[config.mk]
export PLATFORM = sky130hd
export DESIGN_NAME = axis_skid_buffer
export DESIGN_NICKNAME = d
export VERILOG_FILES = /design/src/rtl/axis_skid_buffer.sv
export SDC_FILE = /design/constraint.sdc
export NUM_CORES = 1
export LEC_CHECK = 0
export BUFFER_PORTS_ARGS = -buffer_cell sky130_fd_sc_hd__buf_2
export CELL_PAD_IN_SITES_DETAIL_PLACEMENT = 1
export CELL_PAD_IN_SITES_GLOBAL_PLACEMENT = 2
export CORE_UTILIZATION = 35
export CTS_BUF_LIST = sky130_fd_sc_hd__clkbuf_8
export CTS_CLUSTER_SIZE = 40
export DETAILED_ROUTE_END_ITERATION = 7
export PLACE_DENSITY = 0.88
export SYNTH_ARGS = -nofsm -noshare
export SYNTH_HDL_FRONTEND = slang
export SYNTH_SLANG_ARGS = --single-unit
[constraint.sdc]
create_clock -name clk -period 2.07 [get_ports clk]
set_input_delay 0.207 -clock clk [delete_from_list [all_inputs] [get_ports clk]]
set_output_delay 0.207 -clock clk [all_outputs]
set_load 0.03 [all_outputs]
[src/rtl/axis_skid_buffer.sv]
// Two-entry AXI-Stream register slice (output register + skid register), fully registered on both sides.
// Optional statistics counters (beat_count, pkt_count) are built only when AXIS_SKID_PKT_COUNT_EN is defined.
module axis_skid_buffer #(
   parameter int unsigned BYTE_WIDTH = 4,
   parameter int unsigned USER_WIDTH = 1
) (
   input  logic                    clk,
   input  logic                    reset,
   input  logic                    s_tvalid,
   output logic                    s_tready,
   input  logic [8*BYTE_WIDTH-1:0] s_tdata,
   input  logic [BYTE_WIDTH-1:0]   s_tkeep,
   input  logic                    s_tlast,
   input  logic [USER_WIDTH-1:0]   s_tuser,
   output logic                    m_tvalid,
   input  logic                    m_tready,
   output logic [8*BYTE_WIDTH-1:0] m_tdata,
   output logic [BYTE_WIDTH-1:0]   m_tkeep,
   output logic                    m_tlast,
   output logic [USER_WIDTH-1:0]   m_tuser
`ifdef AXIS_SKID_PKT_COUNT_EN
   ,
   output logic [31:0]             beat_count,
   output logic [31:0]             pkt_count
`endif
);

   localparam int unsigned DATA_W = 8 * BYTE_WIDTH;

   typedef enum logic [1:0] {
      EMPTY = 2'd0,
      ONE   = 2'd1,
      FULL  = 2'd2
   } state_t;

   state_t state;

   logic [DATA_W-1:0]     skid_tdata;
   logic [BYTE_WIDTH-1:0] skid_tkeep;
   logic                  skid_tlast;
   logic [USER_WIDTH-1:0] skid_tuser;

   logic up_xfer;
   logic dn_xfer;
   logic load_out_from_s;
   logic load_out_from_skid;
   logic load_skid;

   assign up_xfer = s_tvalid && s_tready;
   assign dn_xfer = m_tvalid && m_tready;

   // Datapath load enables derived from the current occupancy and both handshakes.
   always_comb begin
      load_out_from_s    = 1'b0;
      load_out_from_skid = 1'b0;
      load_skid          = 1'b0;
      case (state)
         EMPTY: load_out_from_s = up_xfer;
         ONE: begin
            load_out_from_s = up_xfer && dn_xfer;
            load_skid       = up_xfer && !dn_xfer;
         end
         FULL:    load_out_from_skid = dn_xfer;
         default: ;
      endcase
   end

   // Occupancy FSM; s_tready and m_tvalid are registered alongside the state.
   always_ff @(posedge clk) begin
      if (reset) begin
         state    <= EMPTY;
         m_tvalid <= 1'b0;
         s_tready <= 1'b0;
      end else begin
         case (state)
            EMPTY: begin
               s_tready <= 1'b1;
               if (up_xfer) begin
                  state    <= ONE;
                  m_tvalid <= 1'b1;
               end
            end
            ONE: begin
               if (up_xfer && !dn_xfer) begin
                  state    <= FULL;
                  s_tready <= 1'b0;
               end else if (dn_xfer && !up_xfer) begin
                  state    <= EMPTY;
                  m_tvalid <= 1'b0;
               end
            end
            FULL: begin
               if (dn_xfer) begin
                  state    <= ONE;
                  s_tready <= 1'b1;
               end
            end
            default: begin
               state    <= EMPTY;
               m_tvalid <= 1'b0;
               s_tready <= 1'b0;
            end
         endcase
      end
   end

   // Payload registers carry no reset; their contents are ignored while m_tvalid is low.
   always_ff @(posedge clk) begin
      if (load_out_from_s) begin
         m_tdata <= s_tdata;
         m_tkeep <= s_tkeep;
         m_tlast <= s_tlast;
         m_tuser <= s_tuser;
      end else if (load_out_from_skid) begin
         m_tdata <= skid_tdata;
         m_tkeep <= skid_tkeep;
         m_tlast <= skid_tlast;
         m_tuser <= skid_tuser;
      end
      if (load_skid) begin
         skid_tdata <= s_tdata;
         skid_tkeep <= s_tkeep;
         skid_tlast <= s_tlast;
         skid_tuser <= s_tuser;
      end
   end

`ifdef AXIS_SKID_PKT_COUNT_EN
   // Free-running wrap-around statistics of downstream transfers.
   always_ff @(posedge clk) begin
      if (reset) begin
         beat_count <= 32'd0;
         pkt_count  <= 32'd0;
      end else if (dn_xfer) begin
         beat_count <= beat_count + 32'd1;
         if (m_tlast) begin
            pkt_count <= pkt_count + 32'd1;
         end
      end
   end
`endif

endmodule

==> flow_summary.toml, run 1 <==
[status]
run_status = "complete, no violations"

[floorplanning]
die_w_um = 95.3
die_area_sq_um = 9090
dieHeight_um = 95.3
start_util = 0.366
ios = 82
rows = 33
coreArea_sq_um = 8340

[critical_path]
path_buf_inv = 1
crit_family = "flip-flops"
crit_chain = "nand3b_4 -> a21oi_4 -> buf_4 -> mux2_2"
start_kind = "flip-flop"
crit_path_end_kind = "flip-flop"
crit_slowest_cell = "dfxtp_1"
worst_ep_arrival_time_ns = 1.85
path_max_fanout = 16
path_class = "flip-flop to flip-flop"
critPathMaxStageDelay_ns = 0.49
crit_required_ns = 2.17

[timing]
grt_setup_unrepaired = "false"
slew_violations = 0
fin_crit_sh = 0.845
setup_viol = 0
finalClockSkew_ns = 0.0115
worstMarginPinSlew_ns = 0.501
slew_headroom = 0.666
fmax_mhz = 572
hold_viol = 0
setup_tns_ns = 0
finalCriticalPeriod_ns = 1.75

[clocking]
cts_setup_buffers = 0
ctsHoldBuffers = 0
numCtsBuffers = 9
clock_sinks = 80
clockBufferDepth = 2
cts_resized = 0
clk_pin_slew_ns = 0.08
cts_root_buffer = "clkbuf_8"
cts_tree = "built"
clk_latency_ns = 0.35
cts-htree-levels = 3

[synth]
synth.top_cell.area_share = 0.748
ys_seq_elements = 80
yosysTopAreaCell = "edfxtp_1"
synth_cells = 148
syn_nets = 190
yosysWarnings = 0
synth_seq_area_share = 0.775
synth_cell_types = 26
syn-mean-instance-area_sq_um = 20.6
synth.cell_area_sq_um = 3050
synth_area_leaders = "edfxtp_1, mux2_2, mux2_4"

[route]
drt_wl_total_um = 5650
wl_per_cell_um = 16.2
routed_via_density = 4.65
firstDrtPassIters = 4
vias = 1623
drtIter0Drc = 44
remaining_drc_errors = 0
ant_nets = 0

[place]
place_congestion = 0.804
portBuffers = 81
place_area_sq_um = 3590
hpwl_um = 3830

[layout]
most-common-layout-cells = "buf_2, edfxtp_1, mux2_2"
area_growth_pct = 23.0
final_common_cell = "buf_2"
num_antenna_cells = 0
drive_above_1_share = 0.578
final_nets = 281
num-fill-cells = 852
multiInputGateArea_sq_um = 637
fin_area_sq_um = 3750
regArea_sq_um = 2360

[global_route]
grt_usage = 0.137
grt_pass1_wl_um = 8720
antenna_found_initial = 0
grt_pass1_vias = 1688
grt_max_degree = 39
grt-ovfl-total = 0

[job]
max-cap-violations = 0

[power]
p_per_area_nw_per_um2 = 876
power_leakage_uw = 0.00141
vdd_drop_max_uv = 267

[hold_path]
hold_path_class = "input port to flip-flop"
## per-stage QoR
step / power (uW) / hold slack, ns / setup WS, ns / instances / utilization
floorplan: 2210 / 0.276 / 0.208 / 148 / -
global placement: 2340 / 0.399 / 0.401 / 333 / 0.430
detailed placement: 2350 / 0.400 / 0.311 / 333 / 0.430
CTS: 3340 / 0.0244 / 0.304 / 349 / 0.450
global route: 3430 / 0.0132 / 0.236 / 349 / 0.450
finish: 3290 / 0.0451 / 0.321 / 349 / 0.450
## path summary, 6_finish.rpt
| kind | from | end | slack [ns] | cells after the start |
|---|---|---|---|---|
| worst min register to register | skid_tdata[5] | m_tdata[5] | 0.56 | 1 |
| worst max register to register | s_tready | m_tdata[19] | 0.32 | 4 |
| worst max-delay path | s_tready | m_tdata[19] | 0.32 | 4 |
| worst min-delay path | s_tdata[10] | skid_tdata[10] | 0.05 | 1 |
## area by class of cell
cell class / instances / area share
Sequential cell: 80 / 0.630
Multi-Input combinational cell: 61 / 0.170
Timing Repair Buffer: 85 / 0.119
Tap cell: 105 / 0.0350
Clock buffer: 9 / 0.0330
Clock inverter: 7 / 0.0107
Inverter: 2 / 0.00200
## layer usage
layer  global-route usage  wire (um)
met1                0.157       2300
met2                0.227       2940
met3               0.0598        341
met4               0.0455         65
met5                    0          0
## sequential cells by signal, summed over array words and instances, names as in the netlist
signal      count
skid_tdata     32
m_tuser         1
m_tvalid        1
m_tkeep         4
skid_tlast      1
skid_tkeep      4
m_tdata        32
m_tlast         1
state           2
skid_tuser      1
s_tready        1
## cells in the mapped netlist
| master | count |
|---|---|
| a211o_1 | 2 |
| a21o_1 | 2 |
| a21oi_1 | 2 |
| a21oi_4 | 1 |
| a221oi_1 | 1 |
| and2_1 | 1 |
| and3_1 | 1 |
| and3b_1 | 1 |
| buf_12 | 1 |
| buf_2 | 1 |
| buf_4 | 2 |
| buf_6 | 1 |
| dfxtp_1 | 4 |
| edfxtp_1 | 76 |
| inv_1 | 2 |
| mux2_2 | 29 |
| mux2_4 | 9 |
| nand2_1 | 2 |
| nand3_1 | 2 |
| nand3b_4 | 1 |
| nand4_1 | 2 |
| nor2_1 | 1 |
| nor2b_1 | 1 |
| nor3_1 | 1 |
| o21ai_0 | 1 |
| o21bai_1 | 1 |
## logic make-up (layout without fill, tap and decap cells)
group	Yosys count	count (layout)	share of synthesized area
DFF	80	80	0.775
muxes	38	38	0.151
and+or+nand+nor	13	13	0.0283
AOI/OAI and AO/OA	10	10	0.0263
buffers and inverters	7	103	0.0193
## where the power goes
group / internal, uW / switching [uW] / leakage [uW]
sequential: 1870 / 31.8 / 0.000729
combinational: 160 / 249 / 0.000600
clock: 422 / 558 / 0.0000799
Power figures use the tool's default switching activity.
==> inputs of run 2 (changes only) <==
ABC_AREA = 1   (was unset)
CORE_UTILIZATION = 32   (was 35)
PLACE_DENSITY = 0.89   (was 0.88)
clock period = 1.4 ns   (was 2.07 ns; I/O delays follow)
==> run 2 against run 1 <==
Effect of this change: via count increased by 40%; clock power increased by 66%; the run now ends with negative setup slack left; power increased by 62%; register-to-register slack got worse by 0.35 ns; critical endpoint is now m_tdata[4]; critical path depth increased by 5; count of clock-buffer cells in the layout unchanged; critical path type unchanged; synthesized area increased by 1.4%; fmax increased by 22%.
==> flow_summary.toml, run 2 <==
[layout]
final_common_cell = "buf_2"
most-common-layout-cells = "buf_2, edfxtp_1, nand2_1"
drive_above_1_share = 0.470
finish.utilization = 0.509
num-fill-cells = 1014
final_nets = 422
area_growth_pct = 52.8
largest_registers = "m_tdata: 32 flops, skid_tdata: 32 flops"
num_antenna_cells = 0
regArea_sq_um = 2370
final-instance-count-excl-fill = 514
multiInputGateArea_sq_um = 885

[global_route]
grt-ovfl-total = 0
grt_pass1_wl_um = 11300
grt_pass1_vias = 2320
grt_usage = 0.147
antenna_found_initial = 0
grt_max_degree = 24

[timing]
hold_viol = 0
slew_headroom = 0.815
fin_ws_ns = -0.0302
grt_setup_unrepaired = "true"
finalCriticalPeriod_ns = 1.43
fmax_mhz = 699
fin_crit_sh = 1.02
worstMarginPinSlew_ns = 0.275
slew_violations = 0
setup_viol = 27
finalClockSkew_ns = 0.0121
hold_slack_ns = 0.0211

[hold_path]
min_to = "skid_tlast"
hold_path_class = "input port to flip-flop"
hold_depth = 1
min_from = "s_tlast"

[route]
drtIter0Drc = 73
remaining_drc_errors = 0
wl_met1_um = 3370
routed_via_density = 4.43
drt_wl_total_um = 7890
wl_met2_um = 4180
ant_nets = 0
top_layer = "met4"
dr_wl_met3_um = 257
firstDrtPassIters = 4
wl_per_cell_um = 15.4
vias = 2276

[synth]
ys.flop_type = "edfxtp_1"
netlist_top_cells_count = "nand2_1, edfxtp_1, o21ai_0"
synth_seq_area_share = 0.764
yosysTopAreaCell = "edfxtp_1"
synth.top_cell.area_share = 0.738
synth_cell_types = 18
synth.cell_area_sq_um = 3090
synthArstFlopShare = 0
yosysWarnings = 0
synth_cells = 239
synth-edff-count = 76
ys_seq_elements = 80
syn_nets = 281
yosys.cell_count.top_type = "nand2_1"
synth_area_leaders = "edfxtp_1, nand2_1, o21ai_0"
syn-mean-instance-area_sq_um = 12.9

[power]
total_power_uw = 5320
vdd_drop_max_uv = 513
power_leakage_uw = 0.00194
p_per_area_nw_per_um2 = 1130

[critical_path]
worst_ep_arrival_time_ns = 1.51
path_class = "flip-flop to flip-flop"
timing.rr.start = "s_tready"
crit_required_ns = 1.48
path_max_fanout = 5
reg2reg_depth = 9
crit_path_end_kind = "flip-flop"
reg2reg_slack_ns = -0.03
start_kind = "flip-flop"
r2r-end = "m_tdata[4]"

[clocking]
cts_root_buffer = "clkbuf_8"
cts_tree = "built"
numCtsBuffers = 9
clockBufferDepth = 2
cts-htree-levels = 3
clk_latency_ns = 0.33
clk_pin_slew_ns = 0.08
clock_sinks = 80

[floorplanning]
die_area_sq_um = 10100
die_w_um = 100
ios = 82
start_util = 0.333
dieHeight_um = 100
rows = 35
coreArea_sq_um = 9280

[place]
portBuffers = 81
place_congestion = 0.717
dpl.cell_count = 449
hpwl_um = 4250

[status]
violations = "negative setup slack"
run_status = "finished with violations"

[job]
max-cap-violations = 0
run 2: cell count changes after synthesis, sizes merged, moves of 4 or more:
cell    before  now
inv          2    7
o21ai        1   38
nand2        2   89
clkbuf       0    4
nor2         1    5
mux2        38    0
run 2: worst max path at each step:
| stage | start | endpoint | slack, ns |
|---|---|---|---|
| 2_1_floorplan | s_tready | m_tdata[0] | -0.19 |
| 3_3_place_gp | state[1] | m_tdata[31] | 0.02 |
| 3_5_place_dp | state[1] | m_tdata[30] | -0.02 |
| 4_1_cts | s_tready | m_tkeep[1] | -0.03 |
| 5_1_grt | s_tready | m_tdata[2] | -0.09 |
| 6_report | s_tready | m_tdata[4] | -0.03 |
run 2: cells by family after synthesis:
| kind of cell | Yosys count | share of synthesized area |
|---|---|---|
| buf+inv | 19 | 0.0372 |
| compound gates | 42 | 0.0680 |
| simple gates | 98 | 0.130 |
| flops | 80 | 0.764 |
run 2: stage by stage:
stage / TNS, ns / instance area, sq um / setup WS (ns)
global route: -4.14 / 4720 / -0.0919
CTS: -0.527 / 4340 / -0.0314
global placement: 0 / 3720 / 0.0168
finish: -0.291 / 4720 / -0.0302
detailed placement: -0.650 / 3720 / -0.0198
floorplan: -12.38 / 3130 / -0.187
run 2: layer usage:
layer | vias up | GRT usage
met3 | 7 | 0.0272
li1 | 1119 | -
met4 | 0 | 0.0502
met1 | 1099 | 0.179
met2 | 51 | 0.261
met5 | - | 0
run 2: area by class of cell:
cell class | instances | share of cell area
Clock buffer | 9 | 0.0262
Multi-Input combinational cell | 141 | 0.187
Sequential cell | 80 | 0.502
Inverter | 7 | 0.00636
Timing Repair Buffer | 141 | 0.231
Clock inverter | 7 | 0.0132
Tap cell | 129 | 0.0342
run 2: worst max-delay path: stages (launching register included):
cell,delay [ns]
dfxtp_4,0.36
nand2_4,0.04
inv_2,0.08
nand2_4,0.07
nor2_4,0.13
nor2_4,0.07
buf_12,0.15
clkbuf_16,0.16
nand2_2,0.07
nand2_2,0.05
run 2: what timing repair did:
action / CTS / global route
hold buffers: 35 / 1
endpoints found under the setup margin: 65 / 82
gates resized for setup: 9 / 71
setup buffers: 3 / 5
hold endpoints to repair: 37 / 1
cloned: 1 / 5
pin swaps: 4 / 3
run 2: report_power, final:
part,internal (uW),switching [uW],total [uW]
logic,372,525,897
clock network,807,825,1630
registers,2760,39.3,2800
==> inputs of run 3 (changes only) <==
CORE_UTILIZATION = 31   (was 32)
CTS_BUF_LIST = sky130_fd_sc_hd__clkbuf_16   (was sky130_fd_sc_hd__clkbuf_8)
PLACE_DENSITY = 0.86   (was 0.89)
SLEW_MARGIN = 30   (was unset)
==> run 3 against run 2 <==
Effect of this change: largest cell class unchanged; count of clock-buffer cells in the layout is the same; cell area shrank 8.1%; global-route usage shrank 0.25 points; power grew 14%; worst hold slack lost 0.014 ns; die area grew 3.2%; non-clock buffer count shrank 28; cell count shrank 4.9%; wire length shrank 8.8%; the flow now finishes without violations; critical path depth shrank 2.
==> flow_summary.toml, run 3 (synthesis gave the netlist of run 2 again) <==
[status]
run_status = "complete, no violations"

[floorplanning]
ios = 82
dieHeight_um = 102
rows = 36
die_area_sq_um = 10400
die_w_um = 102
start_util = 0.318
coreArea_sq_um = 9730

[route]
drt_wl_total_um = 7200
vias = 2151
firstDrtPassIters = 4
routed_via_density = 4.40
wl_per_cell_um = 14.7
ant_nets = 0
drtIter0Drc = 82
remaining_drc_errors = 0

[layout]
num_antenna_cells = 0
fin_area_sq_um = 4340
final_nets = 394
final-instance-count-excl-fill = 489
final_common_cell = "buf_2"
num-fill-cells = 1092
drive_above_1_share = 0.385
most-common-layout-cells = "buf_2, nand2_1, edfxtp_1"
largest_registers = "m_tdata: 32 flops, skid_tdata: 32 flops"
area_growth_pct = 40.5

[clocking]
cts_tree = "built"
clock_sinks = 80
cts-htree-levels = 3
clk_pin_slew_ns = 0.06
clk_latency_ns = 0.32
clockBufferDepth = 2
numCtsBuffers = 9
cts_root_buffer = "clkbuf_16"

[job]
max-cap-violations = 0

[timing]
slew_violations = 0
finalClockSkew_ns = 0.00622
setup_tns_ns = 0
grt_setup_unrepaired = "true"
slew_headroom = 0.832
worstMarginPinSlew_ns = 0.252
setup_viol = 0
hold_viol = 0
finalCriticalPeriod_ns = 1.38
fmax_mhz = 726
fin_crit_sh = 0.984

[global_route]
antenna_found_initial = 0
grt_pass1_wl_um = 11100
grt_usage = 0.144
grt_pass1_vias = 2140
grt-ovfl-total = 0
grt_max_degree = 28

[place]
place_area_sq_um = 3770
hpwl_um = 4700
place_congestion = 0.703
portBuffers = 81
dpl.cell_count = 457

[power]
power_leakage_uw = 0.00181
p_per_area_nw_per_um2 = 1400
vdd_drop_max_uv = 614

[critical_path]
worst_ep_arrival_time_ns = 1.39
crit_required_ns = 1.41
start_kind = "flip-flop"
reg2reg_depth = 7
crit_path_end_kind = "flip-flop"
path_class = "flip-flop to flip-flop"
path_max_fanout = 19

[hold_path]
hold_path_class = "input port to flip-flop"
hold_depth = 1
==> run 3: cell count changes in the layout (fill, tap and decap cells not counted), sizes merged <==
cell         change
buf              -1
bufinv           +2
clkbuf           -3
clkinv           -3
clkinvlp         -2
dlygate4sd3     -24
inv              +2
==> run 3: per-layer routing <==
layer	vias up	track usage	wire (um)
li1	1058	-	-
met3	9	0.0376	290
met2	51	0.250	3660
met1	1033	0.174	3160
met5	-	0	0
met4	0	0.0527	84
==> run 3: metrics by stage <==
stage / total power (uW) / utilization / hold WS [ns] / setup WS (ns)
global placement: 3470 / 0.388 / 0.330 / 0.0118
global route: 6320 / 0.446 / 0.000291 / -0.0405
floorplan: 3240 / - / 0.199 / -0.187
finish: 6090 / 0.446 / 0.00674 / 0.0221
CTS: 6100 / 0.432 / 0.0000315 / -0.0368
detailed placement: 3490 / 0.388 / 0.333 / -0.0952
==> run 3: what timing repair did <==
action                                  4_1_cts  5_1_grt
cloned                                        1        1
gates resized for setup                       3       16
pin swaps                                     2        3
hold buffers                                  8        4
endpoints found under the setup margin       38      101
setup buffers                                 0        4
hold endpoints to repair                      8        4
==> run 3: final timing paths <==
path                                       end  slack (ns)         from
worst max register to register     m_tdata[21]        0.02     s_tready
worst max-delay path               m_tdata[21]        0.02     s_tready
worst min-delay path            skid_tdata[22]       0.007  s_tdata[22]
worst min register to register        m_tvalid        0.50     m_tvalid
==> run 3: layout make-up <==
type,count,area (sq um),share of cell area
tap,133,166,0.0383
inverter,7,32.5,0.00749
clock inverter,6,101,0.0233
timing repair buffer,113,747,0.172
sequential,80,2370,0.546
multi-input combinational,141,698,0.161
clock buffer,9,225,0.0519
==> run 3: worst max-delay path, cell delays in order (launching register included) <==
cell and delay [ns]:
dfxtp_4 0.36, nand2_4 0.05, inv_4 0.05, nand2_4 0.06
nor2_4 0.14, nor2_4 0.07, buf_4 0.16, nand2_8 0.16
==> run 3: report_power, final <==
| group | internal, uW | leakage (uW) | total (uW) | switching [uW] |
|---|---|---|---|---|
| registers | 2760 | 0.000732 | 2790 | 32.7 |
| clock network | 1710 | 0.000166 | 2580 | 862 |
| logic | 260 | 0.000910 | 725 | 465 |
| total | 4730 | 0.00181 | 6090 | 1360 |
